===== config.mk =====
export PLATFORM = sky130hd
export DESIGN_NAME = regfile_mp_sb_flat
export DESIGN_NICKNAME = d
export VERILOG_FILES = /design/src/rtl/regfile_mp_sb_pkg.sv /design/src/rtl/regfile_mp_sb_if.sv /design/src/rtl/regfile_mp_sb_read_port.sv /design/src/rtl/regfile_mp_sb.sv /design/src/flat_wrapper.sv
export SDC_FILE = /design/constraint.sdc
export NUM_CORES = 1
export LEC_CHECK = 0
export ABC_AREA = 1
export CAP_MARGIN = 20
export CORE_AREA = 10 10 256 258
export CTS_BUF_LIST = sky130_fd_sc_hd__clkbuf_4 sky130_fd_sc_hd__clkbuf_8
export DETAILED_ROUTE_END_ITERATION = 10
export DIE_AREA = 0 0 266 268
export PLACE_DENSITY_LB_ADDON = 0.3
export SLEW_MARGIN = 20
export SYNTH_ARGS = -nofsm -noshare
export SYNTH_HDL_FRONTEND = slang
export SYNTH_SLANG_ARGS = --single-unit

===== constraint.sdc =====
create_clock -name clk -period 2 [get_ports clk]
set_input_delay 0.2 -clock clk [delete_from_list [all_inputs] [get_ports clk]]
set_output_delay 0.2 -clock clk [all_outputs]
set_load 0.05 [all_outputs]

===== src/rtl/regfile_mp_sb_pkg.sv =====
// Shared defaults and helpers for the multi-port register file.
package regfile_mp_sb_pkg;

  localparam int DEF_DW     = 8;
  localparam int DEF_DEPTH  = 32;
  localparam int DEF_NUM_RD = 2;

  // Address of the optional hardwired-zero register.
  localparam int REG_ZERO   = 0;

  // Address width for a power-of-two register count.
  function automatic int addr_w(input int depth);
    return $clog2(depth);
  endfunction

endpackage


===== src/rtl/regfile_mp_sb_if.sv =====
// Register-file bus: two write ports, packed read ports, scoreboard set and debug view.
interface regfile_mp_sb_if
  import regfile_mp_sb_pkg::*;
#(
  parameter int DW     = DEF_DW,
  parameter int DEPTH  = DEF_DEPTH,
  parameter int NUM_RD = DEF_NUM_RD
);
  localparam int AW = addr_w(DEPTH);

  logic                 we0;
  logic [AW-1:0]        waddr0;
  logic [DW-1:0]        wdata0;
  logic                 we1;
  logic [AW-1:0]        waddr1;
  logic [DW-1:0]        wdata1;
  logic [NUM_RD*AW-1:0] raddr;
  logic [NUM_RD*DW-1:0] rdata;
  logic [NUM_RD-1:0]    rbusy;
  logic                 sb_set;
  logic [AW-1:0]        sb_addr;
  logic [DEPTH-1:0]     busy_vec;

  // Decode/operand-fetch side.
  modport master (
    output we0, waddr0, wdata0, we1, waddr1, wdata1, raddr, sb_set, sb_addr,
    input  rdata, rbusy, busy_vec
  );

  // Register-file side.
  modport slave (
    input  we0, waddr0, wdata0, we1, waddr1, wdata1, raddr, sb_set, sb_addr,
    output rdata, rbusy, busy_vec
  );

endinterface


===== src/rtl/regfile_mp_sb_read_port.sv =====
// One read port: array row, optional same-cycle bypass, zero-register masking.
module regfile_mp_sb_read_port
  import regfile_mp_sb_pkg::*;
#(
  parameter int DW       = DEF_DW,
  parameter int AW       = 5,
  parameter int ZERO_REG = 1,
  parameter int BYPASS   = 1
) (
  input  logic [AW-1:0] raddr,
  input  logic [DW-1:0] row,
  input  logic          busy,
  input  logic          we0,
  input  logic [AW-1:0] waddr0,
  input  logic [DW-1:0] wdata0,
  input  logic          we1,
  input  logic [AW-1:0] waddr1,
  input  logic [DW-1:0] wdata1,
  output logic [DW-1:0] rdata,
  output logic          rbusy
);

  // Port 1 bypass beats port 0; a bypassed value is the fresh result, so it is
  // never reported busy. The zero register overrides everything.
  always_comb begin
    rdata = row;
    rbusy = busy;
    if (BYPASS != 0) begin
      if (we1 && waddr1 == raddr) begin
        rdata = wdata1;
        rbusy = 1'b0;
      end else if (we0 && waddr0 == raddr) begin
        rdata = wdata0;
        rbusy = 1'b0;
      end
    end
    if (ZERO_REG != 0 && raddr == AW'(REG_ZERO)) begin
      rdata = '0;
      rbusy = 1'b0;
    end
  end

endmodule


===== src/rtl/regfile_mp_sb.sv =====
// Multi-port register file with two write ports and a busy scoreboard.
module regfile_mp_sb
  import regfile_mp_sb_pkg::*;
#(
  parameter int DW       = DEF_DW,
  parameter int DEPTH    = DEF_DEPTH,
  parameter int NUM_RD   = DEF_NUM_RD,
  parameter int ZERO_REG = 1,
  parameter int BYPASS   = 1
) (
  input  logic           clk,
  input  logic           rst,
  regfile_mp_sb_if.slave bus
);
  localparam int AW = addr_w(DEPTH);

  logic [DEPTH-1:0][DW-1:0]  regs;
  logic [DEPTH-1:0]          busy;
  logic [DEPTH-1:0]          busy_nxt;
  logic [NUM_RD-1:0][AW-1:0] ra;
  logic [NUM_RD-1:0][DW-1:0] rd;
  logic [NUM_RD-1:0]         rb;
  logic                      w0_en;
  logic                      w1_en;

  // Writes to the zero register are dropped; on an address collision port 1 wins,
  // so port 0 is simply suppressed rather than relying on assignment order.
  assign w1_en = bus.we1 && !(ZERO_REG != 0 && bus.waddr1 == AW'(REG_ZERO));
  assign w0_en = bus.we0 && !(ZERO_REG != 0 && bus.waddr0 == AW'(REG_ZERO))
                 && !(bus.we1 && bus.waddr1 == bus.waddr0);

  // Register array update.
  always_ff @(posedge clk) begin
    if (rst) begin
      regs <= '0;
    end else begin
      if (w0_en) regs[bus.waddr0] <= bus.wdata0;
      if (w1_en) regs[bus.waddr1] <= bus.wdata1;
    end
  end

  // Scoreboard next state: a newly issued producer outranks a retiring write.
  always_comb begin
    busy_nxt = busy;
    for (int r = 0; r < DEPTH; r++) begin
      if (bus.sb_set && bus.sb_addr == AW'(r) && !(ZERO_REG != 0 && r == REG_ZERO))
        busy_nxt[r] = 1'b1;
      else if ((bus.we0 && bus.waddr0 == AW'(r)) || (bus.we1 && bus.waddr1 == AW'(r)))
        busy_nxt[r] = 1'b0;
    end
  end

  // Scoreboard register.
  always_ff @(posedge clk) begin
    if (rst) busy <= '0;
    else     busy <= busy_nxt;
  end

  assign bus.busy_vec = busy;
  assign ra           = bus.raddr;
  assign bus.rdata    = rd;
  assign bus.rbusy    = rb;

  for (genvar k = 0; k < NUM_RD; k++) begin : g_rd
    regfile_mp_sb_read_port #(
      .DW       (DW),
      .AW       (AW),
      .ZERO_REG (ZERO_REG),
      .BYPASS   (BYPASS)
    ) u_rp (
      .raddr  (ra[k]),
      .row    (regs[ra[k]]),
      .busy   (busy[ra[k]]),
      .we0    (bus.we0),
      .waddr0 (bus.waddr0),
      .wdata0 (bus.wdata0),
      .we1    (bus.we1),
      .waddr1 (bus.waddr1),
      .wdata1 (bus.wdata1),
      .rdata  (rd[k]),
      .rbusy  (rb[k])
    );
  end

endmodule


===== src/flat_wrapper.sv =====
// flat-port wrapper written by rule: the top's interface ports become plain ports
module regfile_mp_sb_flat import regfile_mp_sb_pkg::*;
#(
  parameter int DW       = DEF_DW,
  parameter int DEPTH    = DEF_DEPTH,
  parameter int NUM_RD   = DEF_NUM_RD,
  parameter int ZERO_REG = 1,
  parameter int BYPASS   = 1
)
  (clk, rst, bus_we0, bus_waddr0, bus_wdata0, bus_we1, bus_waddr1, bus_wdata1, bus_raddr, bus_sb_set, bus_sb_addr, bus_rdata, bus_rbusy, bus_busy_vec);
  regfile_mp_sb_if #(.DW(DW), .DEPTH(DEPTH), .NUM_RD(NUM_RD)) bus_i ();
  input  logic clk;
  input  logic rst;
  input wire logic [$bits(bus_i.we0)-1:0] bus_we0;
  input wire logic [$bits(bus_i.waddr0)-1:0] bus_waddr0;
  input wire logic [$bits(bus_i.wdata0)-1:0] bus_wdata0;
  input wire logic [$bits(bus_i.we1)-1:0] bus_we1;
  input wire logic [$bits(bus_i.waddr1)-1:0] bus_waddr1;
  input wire logic [$bits(bus_i.wdata1)-1:0] bus_wdata1;
  input wire logic [$bits(bus_i.raddr)-1:0] bus_raddr;
  input wire logic [$bits(bus_i.sb_set)-1:0] bus_sb_set;
  input wire logic [$bits(bus_i.sb_addr)-1:0] bus_sb_addr;
  output wire logic [$bits(bus_i.rdata)-1:0] bus_rdata;
  output wire logic [$bits(bus_i.rbusy)-1:0] bus_rbusy;
  output wire logic [$bits(bus_i.busy_vec)-1:0] bus_busy_vec;
  assign bus_i.we0 = bus_we0;
  assign bus_i.waddr0 = bus_waddr0;
  assign bus_i.wdata0 = bus_wdata0;
  assign bus_i.we1 = bus_we1;
  assign bus_i.waddr1 = bus_waddr1;
  assign bus_i.wdata1 = bus_wdata1;
  assign bus_i.raddr = bus_raddr;
  assign bus_i.sb_set = bus_sb_set;
  assign bus_i.sb_addr = bus_sb_addr;
  assign bus_rdata = bus_i.rdata;
  assign bus_rbusy = bus_i.rbusy;
  assign bus_busy_vec = bus_i.busy_vec;
  regfile_mp_sb #(.DW(DW), .DEPTH(DEPTH), .NUM_RD(NUM_RD), .ZERO_REG(ZERO_REG), .BYPASS(BYPASS)) u_core (.clk(clk), .rst(rst), .bus(bus_i));
endmodule

==> flow_summary.json, run 1 <==
{
  "die-area_mm2": 0.0713,
  "synth_top_area_cell": "dfxtp_1",
  "grt_antenna_before_repair": 2,
  "synth_seq_cells": 287,
  "ir_drop_mv": 0.379,
  "viasPerCell": 5.68,
  "crit_arrival_ns": 2.06,
  "grt_max_degree": 122,
  "nNetsFinal": 4109,
  "ys_warn_count": 0,
  "clk-insertion-delay-late_ns": 0.66,
  "clk_path_buf_depth": 3,
  "fin_area_mm2": 0.0296,
  "synth.area.top_cells": "dfxtp_1 (27%), nand2_1 (22%), nand3_1 (18%)",
  "drive_above_1_share": 0.286,
  "wl_per_cell_um": 22.3,
  "clock_skew_ns": 0,
  "synth_area_per_cell_um2": 5.59,
  "crit_type": "flop to output port",
  "ff2ff_path_depth": 6,
  "powerDensity_mw_per_mm2": 554,
  "hpwl_um": 77600,
  "clk_pin_slew_worst_paths_ns": 0.06,
  "grt_usage": 0.293,
  "syn-num-nets": 3796,
  "grt_overflow_total": 0,
  "crit_start": "u_core.regs[139]",
  "via_count": 27700,
  "wl_um": 109000,
  "finalSetupViolations": 18,
  "drt_iter0_drc": 3938,
  "grt_pass1_vias": 24500,
  "p_clk_frac": 0.390,
  "drt_pass1_iterations": 7,
  "cts_tree": "done",
  "slew_violations": 0,
  "core.rowCount": 90,
  "tightest_slew_ns": 0.676,
  "reg2reg_from": "u_core.regs[197]",
  "finalHoldViolCount": 0,
  "place_area_mm2": 0.0258,
  "p_sw_frac": 0.342,
  "fin_crit_ns": 2.26,
  "rsz0062_at_grt": "true",
  "power_frac_comb": 0.249,
  "setup_ws_ns": -0.260,
  "status": "finished with violations",
  "whs_ns": 0.202,
  "coreArea_mm2": 0.0601,
  "hold_class": "input pin to flop",
  "drv_cap": 0,
  "hold_depth": 6,
  "crit_required_ns": 1.80,
  "synth_cell_types": 33,
  "layout_commonest_cell": "nand2_1",
  "cts_buffers": 56,
  "antenna_left": 0,
  "period_share": 1.13,
  "power_switching_w": 0.00560,
  "htreeDepth": 2,
  "area.growth.synth_to_final_pct": 40.9,
  "start_util": 0.349,
  "start_kind": "flop",
  "root_buffer": "clkbuf_8",
  "cts_sinks": 287,
  "synth_cells": 3750,
  "die_h_um": 268,
  "cp-end-kind": "output port",
  "clock.fmax_mhz": 442,
  "utilization": 0.492,
  "fp.dieW_um": 266,
  "violations": "setup timing",
  "intPower_w": 0.0108,
  "holdCritStartpoint": "bus_wdata0[4]",
  "layout_common_cells": "nand2_1 (1,176), nand3_1 (534), buf_4 (351), inv_1 (306), nor2_1 (265)",
  "gp_congestion": 0.978,
  "synth_top_area_frac": 0.274,
  "max_slew_margin": 0.549,
  "synthesis.area_mm2": 0.0210,
  "port_buffers": 94,
  "route.detailed.drc": 0,
  "io_pins": 96,
  "ys_seq_area_frac": 0.274,
  "cp_max_fo": 3,
  "power_leakage_nw": 14.4,
  "pwr-share-seq": 0.361,
  "grt_pass1_wl_um": 159000
}
-- cell families (layout without fill, tap and decap cells) --
| family | Yosys count | after routing | synth area share |
|---|---|---|---|
| simple gates | 2388 | 2388 | 0.492 |
| buf+inv | 637 | 989 | 0.121 |
| compound gates | 436 | 436 | 0.112 |
| flops | 287 | 287 | 0.274 |
| other cells | 1 | 3 | 0.000179 |
| xor+xnor | 1 | 1 | 0.000418 |
-- state kept, by name, indices dropped and copies added (netlist names) --
register	cells
u_core.bus.busy_vec	31
u_core.regs	256
-- metrics by stage --
step                      worst slack [ns]  TNS, ns  total power, W  instances
after floorplan                     0.0218        0         0.00779       3750
after global placement              -0.505   -69.71         0.00956       4745
after detailed placement            -0.487   -70.41         0.00955       4745
after CTS                           -0.271    -4.23          0.0162       4855
after global routing                -0.310    -4.91          0.0168       4886
final                               -0.260    -3.95          0.0164       4886
-- critical path: stages (launching register included) --
cell and delay (ns):
dfxtp_4 0.37, nand2_1 0.05, nand3_1 0.11, nand3_2 0.13, nand2_1 0.08, nand2_1 0.06, nand3_2 0.12, nand3_4 0.11
a21oi_4 0.19, buf_12 0.16
-- synthesized netlist by cell type --
master    instances
xor2_1            1
o221ai_1          2
buf_6             4
nand3_2          17
nand3b_1         10
nand2_1        1248
nand2_2           2
nor3_2           11
clkbuf_1        158
o21ai_1           7
inv_1           332
o21bai_1         33
a211oi_1          1
nand3_1         744
a21oi_1         212
buf_4            16
clkinv_1          7
nor2_1          279
nand4_1          65
nor3_1            5
o211ai_1         25
o22ai_1          10
nor3_4            1
o21ai_0         146
inv_2            17
nand2_4           2
buf_2            53
buf_1            50
dfxtp_1         287
or2_2             1
conb_1            1
and3_1            1
nor2_2            2
-- path summary, 6_finish.rpt --
check	end	slack, ns
max reg2reg	u_core.regs[197]	0.92
max	bus_rdata[3]	-0.26
min	u_core.regs[236]	0.20
min reg2reg	u_core.regs[5]	0.45
-- power by group through the flow --
| stage | Sequential, W | Combinational [W] | Clock (W) |
|---|---|---|---|
| after floorplan | 0.00603 | 0.00176 | 0 |
| after global placement | 0.00604 | 0.00352 | 0 |
| after detailed placement | 0.00604 | 0.00352 | 0 |
| after CTS | 0.00591 | 0.00383 | 0.00642 |
| after global routing | 0.00592 | 0.00426 | 0.00664 |
| final | 0.00591 | 0.00408 | 0.00638 |
-- per-layer routing --
metal,track usage,wire length [um],vias up
met3,0.0721,14300,324
met2,0.428,44600,1871
met1,0.401,44400,12800
li1,-,-,12800
met5,0,0,-
met4,0.128,5640,0
-- final cells by class --
cell class	count	area [um2]
tap	782	978
inverter	356	1350
antenna	2	5.00
multi-input combinational	2826	14600
timing repair buffer	536	5390
sequential	287	6030
clock inverter	9	51.3
fill	6136	30600
clock buffer	88	1110
-- what timing repair did --
action                                 4_1_cts  5_1_grt
endpoints found under the hold margin        2        0
setup endpoints to repair                   48       18
setup buffers                               12       29
pin swaps                                  132      147
resized for setup                          496      227
hold buffers                                 1        0
(Power assumes the default switching activity.)
==> run 2: changes to the inputs <==
--- a/config.mk
+++ b/config.mk
@@ -7,10 +7,11 @@
 export LEC_CHECK = 0
 export ABC_AREA = 1
 export CAP_MARGIN = 20
-export CORE_AREA = 10 10 256 258
+export CORE_AREA = 2 2 248 250
 export CTS_BUF_LIST = sky130_fd_sc_hd__clkbuf_4 sky130_fd_sc_hd__clkbuf_8
 export DETAILED_ROUTE_END_ITERATION = 10
-export DIE_AREA = 0 0 266 268
+export DIE_AREA = 0 0 250 252
+export HOLD_SLACK_MARGIN = 0.12
 export PLACE_DENSITY_LB_ADDON = 0.3
 export SLEW_MARGIN = 20
 export SYNTH_ARGS = -nofsm -noshare
==> run 2 against run 1 <==
  * The run still ends with setup timing left
  * Non-clock buffer count decreased by 36
  * First-iteration DRC count increased by 13%
  * Core utilization decreased by 1.1 points
  * Critical path depth unchanged
  * Maximum frequency decreased by 1.8%
  * Clock power decreased by 2%
  * Routed wire length decreased by 0.70%
==> flow_summary.json, run 2 (synthesis gave the netlist of run 1 again) <==
{
  "start_kind": "flop",
  "slowest_stage": "dfxtp_2",
  "drt_pass1_iterations": 6,
  "cpMostUsedCell": "nand3_2",
  "powerDensity_mw_per_mm2": 559,
  "crit_type": "flop to output port",
  "fin_area_mm2": 0.0289,
  "rsz0062_at_grt": "true",
  "place_area_mm2": 0.0255,
  "viasPerCell": 5.66,
  "period_share": 1.15,
  "nFillCells": 6246,
  "power_leakage_nw": 14.1,
  "crit_required_ns": 1.80,
  "fin_crit_ns": 2.30,
  "grt_antenna_before_repair": 4,
  "wl_um": 108000,
  "grt_pass1_vias": 24400,
  "critPathBufInv": 1,
  "clk-insertion-delay-late_ns": 0.65,
  "setup_ws_ns": -0.301,
  "cp_max_fo": 3,
  "clk_path_buf_depth": 3,
  "nNetsFinal": 4071,
  "cts_buffers": 54,
  "slew_violations": 0,
  "grt_usage": 0.331,
  "utilization": 0.480,
  "grt_overflow_total": 0,
  "crit_chain": "nand2_1 -> nand3_2 -> nand3_2 -> nand2_1 -> nand2_2 -> nand3_2 -> nand3_2 -> a21oi_4 -> buf_12",
  "die_h_um": 252,
  "grt_max_degree": 122,
  "violations": "setup timing",
  "route.detailed.drc": 0,
  "grt_pass1_wl_um": 158000,
  "coreArea_mm2": 0.0601,
  "drt_iter0_drc": 4456,
  "hold_class": "input pin to flop",
  "gp_congestion": 0.991,
  "totalPowerFinal_w": 0.0161,
  "largest_register_ff_count": 256,
  "wl_per_cell_um": 22.3,
  "die-area_mm2": 0.0630,
  "start_util": 0.349,
  "cp-end-kind": "output port",
  "layout_commonest_cell": "nand2_1",
  "ir_drop_mv": 0.331,
  "core.rowCount": 90,
  "drv_cap": 0,
  "cpPeakStageDelay_ns": 0.35,
  "tightest_slew_ns": 0.869,
  "hpwl_um": 76600,
  "htreeDepth": 2,
  "whs_ns": 0.316,
  "antenna_left": 0,
  "status": "finished with violations",
  "max_slew_margin": 0.420,
  "cts_sinks": 287,
  "cts_tree": "done",
  "via_count": 27400,
  "finalHoldViolCount": 0,
  "drive_above_1_share": 0.267,
  "clk_pin_slew_worst_paths_ns": 0.06,
  "crit_family": "simple AND/OR/NAND/NOR gates",
  "largest_register": "u_core.regs",
  "fp.dieW_um": 250,
  "area.growth.synth_to_final_pct": 37.7,
  "port_buffers": 94,
  "io_pins": 96,
  "fin_setup_tns_ns": -4.05,
  "clock_skew_ns": 0,
  "crit_arrival_ns": 2.10,
  "layout_common_cells": "nand2_1 (1,200), nand3_1 (553), buf_4 (339), inv_1 (308), nor2_1 (273)",
  "finalSetupViolations": 18,
  "clock.fmax_mhz": 435,
  "root_buffer": "clkbuf_8"
}
run 2: per-stage QoR:
stage | setup slack (ns) | std cells
global placement | -0.537 | 4723
global route | -0.310 | 4845
detailed placement | -0.512 | 4723
CTS | -0.260 | 4820
finish | -0.301 | 4847
floorplan | 0.0218 | 3750
run 2: path summary, 6_finish.rpt:
kind,startpoint,end,slack (ns),cells after the start
worst min-delay path,bus_sb_addr[0],u_core.bus.busy_vec[16],0.32,4
worst max-delay path,u_core.regs[131],bus_rdata[11],-0.30,9
worst min register to register,u_core.regs[7],u_core.regs[7],0.45,2
worst max register to register,u_core.bus.busy_vec[3],u_core.bus.busy_vec[3],1.04,5
run 2: metal layers:
layer	global-route usage	up-vias	share of wire
met5	0	-	0.00021
met4	0.175	4	0.060
met3	0.0836	376	0.13
met2	0.471	1869	0.40
met1	0.457	12500	0.41
li1	-	12700	-
run 2: final cells by class:
cell class / count / area [um2] / share of cell area
Sequential cell: 287 / 6040 / 0.209
Timing Repair Buffer: 500 / 4880 / 0.169
Tap cell: 782 / 978 / 0.0339
Multi-Input combinational cell: 2826 / 14500 / 0.502
Antenna cell: 3 / 7.51 / 0.000260
Clock buffer: 85 / 1080 / 0.0375
Inverter: 356 / 1360 / 0.0469
Clock inverter: 8 / 51.3 / 0.00178
run 2: tightest hold or removal path, stage by stage:
cell and delay [ns]:
clkdlybuf4s50_1 0.49, inv_1 0.07, nand4_1 0.10, a21oi_1 0.07
run 2: what timing repair did:
item | 4_1_cts | 5_1_grt
buffers inserted | 4 | 24
pin swaps | 117 | 107
hold buffers | 2 | 0
resized for setup | 429 | 234
setup endpoints to repair | 49 | 18
hold endpoints to repair | 60 | 0
run 2: where the power goes:
part | switching, W | internal, W
registers | 0.000100 | 0.00582
logic | 0.00259 | 0.00138
clock network | 0.00284 | 0.00341
total | 0.00554 | 0.0106
